[src/rtl/sensor_packet_parser.sv]
// Byte-stream parser for the dual-BNO085 packet: hunts for the header, collects the
// 28-byte payload and publishes 14 signed 16-bit values atomically. Optional: PARSER_TIMEOUT_EN.
//
// state   | meaning
// --------+-----------------------------------------------------------
// HUNT    | discard bytes until HEADER_BYTE, count discarded bytes
// COLLECT | store payload bytes into the shadow buffer until the last
module sensor_packet_parser #(
  parameter logic [7:0] HEADER_BYTE    = 8'hAA,
  parameter int         PAYLOAD_BYTES  = 28,
  parameter int         TIMEOUT_CYCLES = 100000
) (
  input  logic               clk,
  input  logic               rst,
  input  logic               rx_valid,
  input  logic [7:0]         rx_data,
  output logic               rx_ack,
  output logic signed [15:0] quat1_w,
  output logic signed [15:0] quat1_x,
  output logic signed [15:0] quat1_y,
  output logic signed [15:0] quat1_z,
  output logic signed [15:0] gyro1_x,
  output logic signed [15:0] gyro1_y,
  output logic signed [15:0] gyro1_z,
  output logic signed [15:0] quat2_w,
  output logic signed [15:0] quat2_x,
  output logic signed [15:0] quat2_y,
  output logic signed [15:0] quat2_z,
  output logic signed [15:0] gyro2_x,
  output logic signed [15:0] gyro2_y,
  output logic signed [15:0] gyro2_z,
  output logic               packet_valid,
  output logic               busy,
  output logic [7:0]         sync_err_cnt,
  output logic               timeout_abort
);

  localparam int NUM_VALS = PAYLOAD_BYTES / 2;
  localparam int IDX_W    = $clog2(PAYLOAD_BYTES + 1);
  localparam logic [IDX_W-1:0] LAST_IDX = IDX_W'(PAYLOAD_BYTES);

  typedef enum logic [0:0] {
    HUNT    = 1'b0,
    COLLECT = 1'b1
  } state_t;

  state_t           state_q, state_d;
  logic [IDX_W-1:0] byte_index;
  logic [7:0]       shadow [PAYLOAD_BYTES+1];
  logic [15:0]      vals_q [NUM_VALS];
  logic [15:0]      vals_d [NUM_VALS];

  logic accept;
  logic hdr_hit;
  logic store;
  logic pkt_done;
  logic discard;
  logic abort;
  logic gap_expired;

  assign accept = rx_valid && rx_ack;

  always_ff @(posedge clk) begin
    if (rst) state_q <= HUNT;
    else     state_q <= state_d;
  end

  always_comb begin
    state_d  = state_q;
    hdr_hit  = 1'b0;
    store    = 1'b0;
    pkt_done = 1'b0;
    discard  = 1'b0;
    abort    = 1'b0;
    case (state_q)
      HUNT: begin
        if (accept) begin
          if (rx_data == HEADER_BYTE) begin
            hdr_hit = 1'b1;
            state_d = COLLECT;
          end else begin
            discard = 1'b1;
          end
        end
      end
      COLLECT: begin
        if (accept) begin
          store = 1'b1;
          if (byte_index == LAST_IDX) begin
            pkt_done = 1'b1;
            state_d  = HUNT;
          end
        end else if (gap_expired) begin
          abort   = 1'b1;
          state_d = HUNT;
        end
      end
      default: state_d = HUNT;
    endcase
  end

  // The final byte bypasses the shadow buffer so all values load on its accept edge.
  always_comb begin
    for (int k = 0; k < NUM_VALS; k++) begin
      vals_d[k][7:0] = shadow[2*k+1];
      if (k == NUM_VALS - 1) vals_d[k][15:8] = rx_data;
      else                   vals_d[k][15:8] = shadow[2*k+2];
    end
  end

  always_ff @(posedge clk) begin
    if (rst) begin
      rx_ack       <= 1'b0;
      byte_index   <= '0;
      packet_valid <= 1'b0;
      sync_err_cnt <= '0;
      for (int i = 0; i <= PAYLOAD_BYTES; i++) shadow[i] <= '0;
      for (int k = 0; k < NUM_VALS; k++) vals_q[k] <= '0;
    end else begin
      rx_ack       <= rx_valid && !rx_ack;
      packet_valid <= pkt_done;

      if (hdr_hit)               byte_index <= IDX_W'(1);
      else if (pkt_done || abort) byte_index <= '0;
      else if (store)            byte_index <= byte_index + IDX_W'(1);

      if (store) shadow[byte_index] <= rx_data;

      if (pkt_done) begin
        for (int k = 0; k < NUM_VALS; k++) vals_q[k] <= vals_d[k];
      end

      if (discard && (sync_err_cnt != 8'hFF)) sync_err_cnt <= sync_err_cnt + 8'd1;
    end
  end

`ifdef PARSER_TIMEOUT_EN
  localparam int GAP_W = $clog2(TIMEOUT_CYCLES + 1);
  localparam logic [GAP_W-1:0] GAP_LOAD = GAP_W'(TIMEOUT_CYCLES - 1);

  logic [GAP_W-1:0] gap_cnt;

  // Down-counter reloads on every accept and outside COLLECT; zero means the gap is too long.
  always_ff @(posedge clk) begin
    if (rst) begin
      gap_cnt       <= GAP_LOAD;
      timeout_abort <= 1'b0;
    end else begin
      timeout_abort <= abort;
      if ((state_q != COLLECT) || accept) gap_cnt <= GAP_LOAD;
      else if (gap_cnt != '0)             gap_cnt <= gap_cnt - GAP_W'(1);
    end
  end

  assign gap_expired = (state_q == COLLECT) && (gap_cnt == '0);
`else
  assign gap_expired   = 1'b0;
  assign timeout_abort = 1'b0;
`endif

  assign busy = (state_q == COLLECT);

  assign quat1_w = vals_q[0];
  assign quat1_x = vals_q[1];
  assign quat1_y = vals_q[2];
  assign quat1_z = vals_q[3];
  assign gyro1_x = vals_q[4];
  assign gyro1_y = vals_q[5];
  assign gyro1_z = vals_q[6];
  assign quat2_w = vals_q[7];
  assign quat2_x = vals_q[8];
  assign quat2_y = vals_q[9];
  assign quat2_z = vals_q[10];
  assign gyro2_x = vals_q[11];
  assign gyro2_y = vals_q[12];
  assign gyro2_z = vals_q[13];

endmodule
[config.mk]
export PLATFORM = sky130hd
export DESIGN_NAME = sensor_packet_parser
export DESIGN_NICKNAME = d
export VERILOG_FILES = /design/src/rtl/sensor_packet_parser.sv
export SDC_FILE = /design/constraint.sdc
export NUM_CORES = 1
export LEC_CHECK = 0
export BUFFER_PORTS_ARGS = -buffer_cell sky130_fd_sc_hd__buf_2
export CORE_MARGIN = 2
export CORE_UTILIZATION = 30
export DETAILED_ROUTE_END_ITERATION = 10
export SLEW_MARGIN = 30
export SYNTH_ARGS = -nofsm -noshare
export SYNTH_HDL_FRONTEND = slang
export SYNTH_SLANG_ARGS = --single-unit
[constraint.sdc]
create_clock -name clk -period 76.1 [get_ports clk]
set_input_delay 0 -clock clk [delete_from_list [all_inputs] [get_ports clk]]
set_output_delay 0 -clock clk [all_outputs]
set_load 0.02 [all_outputs]
==> results.toml <==
[status]
outcome = "complete, no violations"

[worst_hold_path]
hold_start = "rst"
min_to = "sync_err_cnt[2]"
hold_path_class = "in2reg"
hold_path_depth = 3

[synthesis]
synth_top_family_by_area = "simple AND/OR/NAND/NOR gates"
synth_compound_area_frac = 0.0155
synth-edff-count = 440
yosysSeqAreaShare = 0.770
synth_xor_area_frac = 0.00149
synthesis.area_um2 = 17600
synthDistinctLibCells = 43
synth.area.mux_share = 0.000569
yosys_warnings = 0
netlist_top_cells_area = "edfxtp_1 75%, and2_1 13%, nor2b_1 2.3%, dfxtp_1 1.8%, nor2_4 0.90%"
synth-seq-cells = 456
ys.flop_type = "edfxtp_1"
syn-num-nets = 1122
synth_fa_ha_area_frac = 0.00356
synth_top_cell_by_area = "edfxtp_1"
netlist_instances = 1106
yosys.area_share.simple = 0.188
yosys.area.top_type_share = 0.751
async_flop_share = 0
avgSynthCellArea_um2 = 15.9

[worst_setup_path]
rr_endpoint = "vals_q[0][99]"
path_class = "reg2reg"
worstPathArrival_ns = 3.44
rr_startpoint = "byte_index[0]"
crit_path_start_kind = "flop"
reg2reg_slack_ns = 72.84
timing.reg2reg.worst_path_depth = 6
worstPathRequired_ns = 76.28
cp-end-kind = "flop"
crit_fanout = 158

[die]
die_y_um = 246
die-area_um2 = 60600
coreArea_um2 = 57800
rows = 88
chipWidth_um = 246
start_util = 0.304
pin_count = 247

[power_and_ir_drop]
clockPowerShare = 0.425
switching_share = 0.218
seqPwrFrac = 0.527
p_comb_frac = 0.048
powerDensity_nw_per_um2 = 26.1
power_switching_uw = 120
leakage_nw = 7.79
intPower_uw = 430
ir_worst_vdd_mv = 0.0157

[timing]
rsz0062_at_grt = "false"
hold_violations = 0
fmax_mhz = 307
period_needed_ns = 3.26
finalSetupTns_ns = 0
slew_headroom = 0.344
whs_ns = 0.135
finalMaxSlewViolations = 0
timing.final.crit_share = 0.0428
tightest_slew_ns = 0.985
setup_viol = 0
fin_skew_ns = 0.0253

[global_routing]
track_usage = 0.129
antenna_found_initial = 0
grt-ovfl-total = 0
grt_pass1_wl_um = 57800
grt_max_degree = 159
grt_pass1_vias = 9093

[placed_design]
dpl_cell_area_um2 = 19500
dp_hpwl_um = 23700
port-buffer-count = 245
placedCellCount = 2060
place.gp.congestion = 0.718

[final_layout]
fin_cells = 2150
area_delta_synth_final_pct = 19.9
stdcell_area_um2 = 21100
layout-drive-gt1-share = 0.257
fin_nets = 1362

[clock_tree]
cts_hold_buffers = 1
post_cts_buffers = 0
clk_path_buf_depth = 3
cts-root-buf = "clkbuf_16"
clk_pin_slew_ns = 0.07
cts_buffers = 48
worst_skew_pair.late_latency_ns = 0.58
htree_levels = 2
cts_tree = "yes"
cts_sinks = 456
postCtsResizedCells = 0

[drt]
remaining_drc_errors = 0
viasPerCell = 4.27
first_pass_iters = 4
first_iter_violations = 499
num_vias = 9184
wirelength_um = 39600
ant_nets = 0
wl_per_cell_um = 18.4

[run]
drv_cap = 0
[layout make-up]
type	instances	area (um2)
diodes	1	2.50
clock buffers	64	1300
clock inverters	24	278
fillers	5484	36700
inverters	4	15.0
multi-input cells	583	3700
flip-flops and latches	456	13500
well taps	765	957
repair buffers	253	1300
[cells by family after synthesis]
logic type      count (synthesis)
simple gates                  524
fa+ha+maj                       5
other cells                     1
buf+inv                        67
compound gates                 49
xor+xnor                        3
flops                         456
mux                             1
[metrics by stage]
stage / power (mW) / setup WS, ns / utilization
after floorplan: 0.313 / 50.82 / -
after global placement: 0.321 / 72.63 / 0.337
after detailed placement: 0.322 / 72.53 / 0.337
after CTS: 0.557 / 72.92 / 0.365
after global routing: 0.569 / 72.66 / 0.365
final: 0.550 / 72.84 / 0.365
[worst max-delay path: stages (launching register included)]
cell and delay [ns]:
dfxtp_1 0.37, inv_1 0.12, ha_1 0.19, nand2_1 0.10, o41ai_2 0.33, buf_12 0.58
buf_4 0.83
[Yosys cell counts (3+ instances only)]
| cell | instances |
|---|---|
| edfxtp_1 | 440 |
| and2_1 | 376 |
| nor2b_1 | 64 |
| clkbuf_1 | 41 |
| o21ai_0 | 31 |
| nor2_1 | 18 |
| dfxtp_1 | 16 |
| nor2_4 | 14 |
| buf_6 | 13 |
| a21oi_1 | 9 |
| nand2_1 | 9 |
| buf_2 | 7 |
| nor2_2 | 6 |
| and3_1 | 5 |
| ha_1 | 5 |
| nand2_2 | 5 |
| nor3_1 | 5 |
| inv_1 | 4 |
| nand4_1 | 4 |
| nand3b_1 | 3 |
| or3_1 | 3 |
[layout by cell type, fill, tap and decap left out, drive strengths merged, types with 6 or more instances in the layout]
| master | synthesis | final |
|---|---|---|
| a21oi | 9 | 9 |
| and2 | 376 | 376 |
| buf | 22 | 252 |
| clkbuf | 41 | 64 |
| clkinv | 0 | 14 |
| dfxtp | 16 | 16 |
| edfxtp | 440 | 440 |
| inv | 4 | 8 |
| nand2 | 14 | 14 |
| nor2 | 38 | 38 |
| nor2b | 64 | 64 |
| nor3 | 6 | 6 |
| o21ai | 31 | 31 |
[state kept, by name, summed over array words and instances, names as in the netlist]
register and flops:
sync_err_cnt 8, busy 1, rx_ack 1, packet_valid 1, shadow 216, vals_q 224, byte_index 5
[worst max path at each step]
stage	end	from	depth (start not counted)	slack (ns)
floorplan	byte_index[1]	rx_ack	4	50.82
global placement	vals_q[0][101]	rst	6	72.63
detailed placement	vals_q[0][101]	rst	6	72.53
CTS	vals_q[0][99]	byte_index[0]	6	72.92
global route	vals_q[0][99]	byte_index[0]	6	72.66
finish	vals_q[0][99]	byte_index[0]	6	72.84
[power groups by stage]
stage	clock [mW]	sequential (mW)	combinational, mW
2_1_floorplan	0	0.306	0.00672
3_3_place_gp	0	0.295	0.0265
3_5_place_dp	0	0.295	0.0268
4_1_cts	0.240	0.290	0.0269
5_1_grt	0.250	0.290	0.0282
6_report	0.234	0.289	0.0263
[routing by layer]
| layer | vias up | part of all wire | track usage |
|---|---|---|---|
| li1 | 4351 | - | - |
| met1 | 4547 | 0.44 | 0.173 |
| met2 | 231 | 0.49 | 0.213 |
| met3 | 55 | 0.051 | 0.0263 |
| met4 | 0 | 0.020 | 0.0371 |
| met5 | - | 0 | 0 |
No activity file was read; power rests on OpenSTA's default activity.
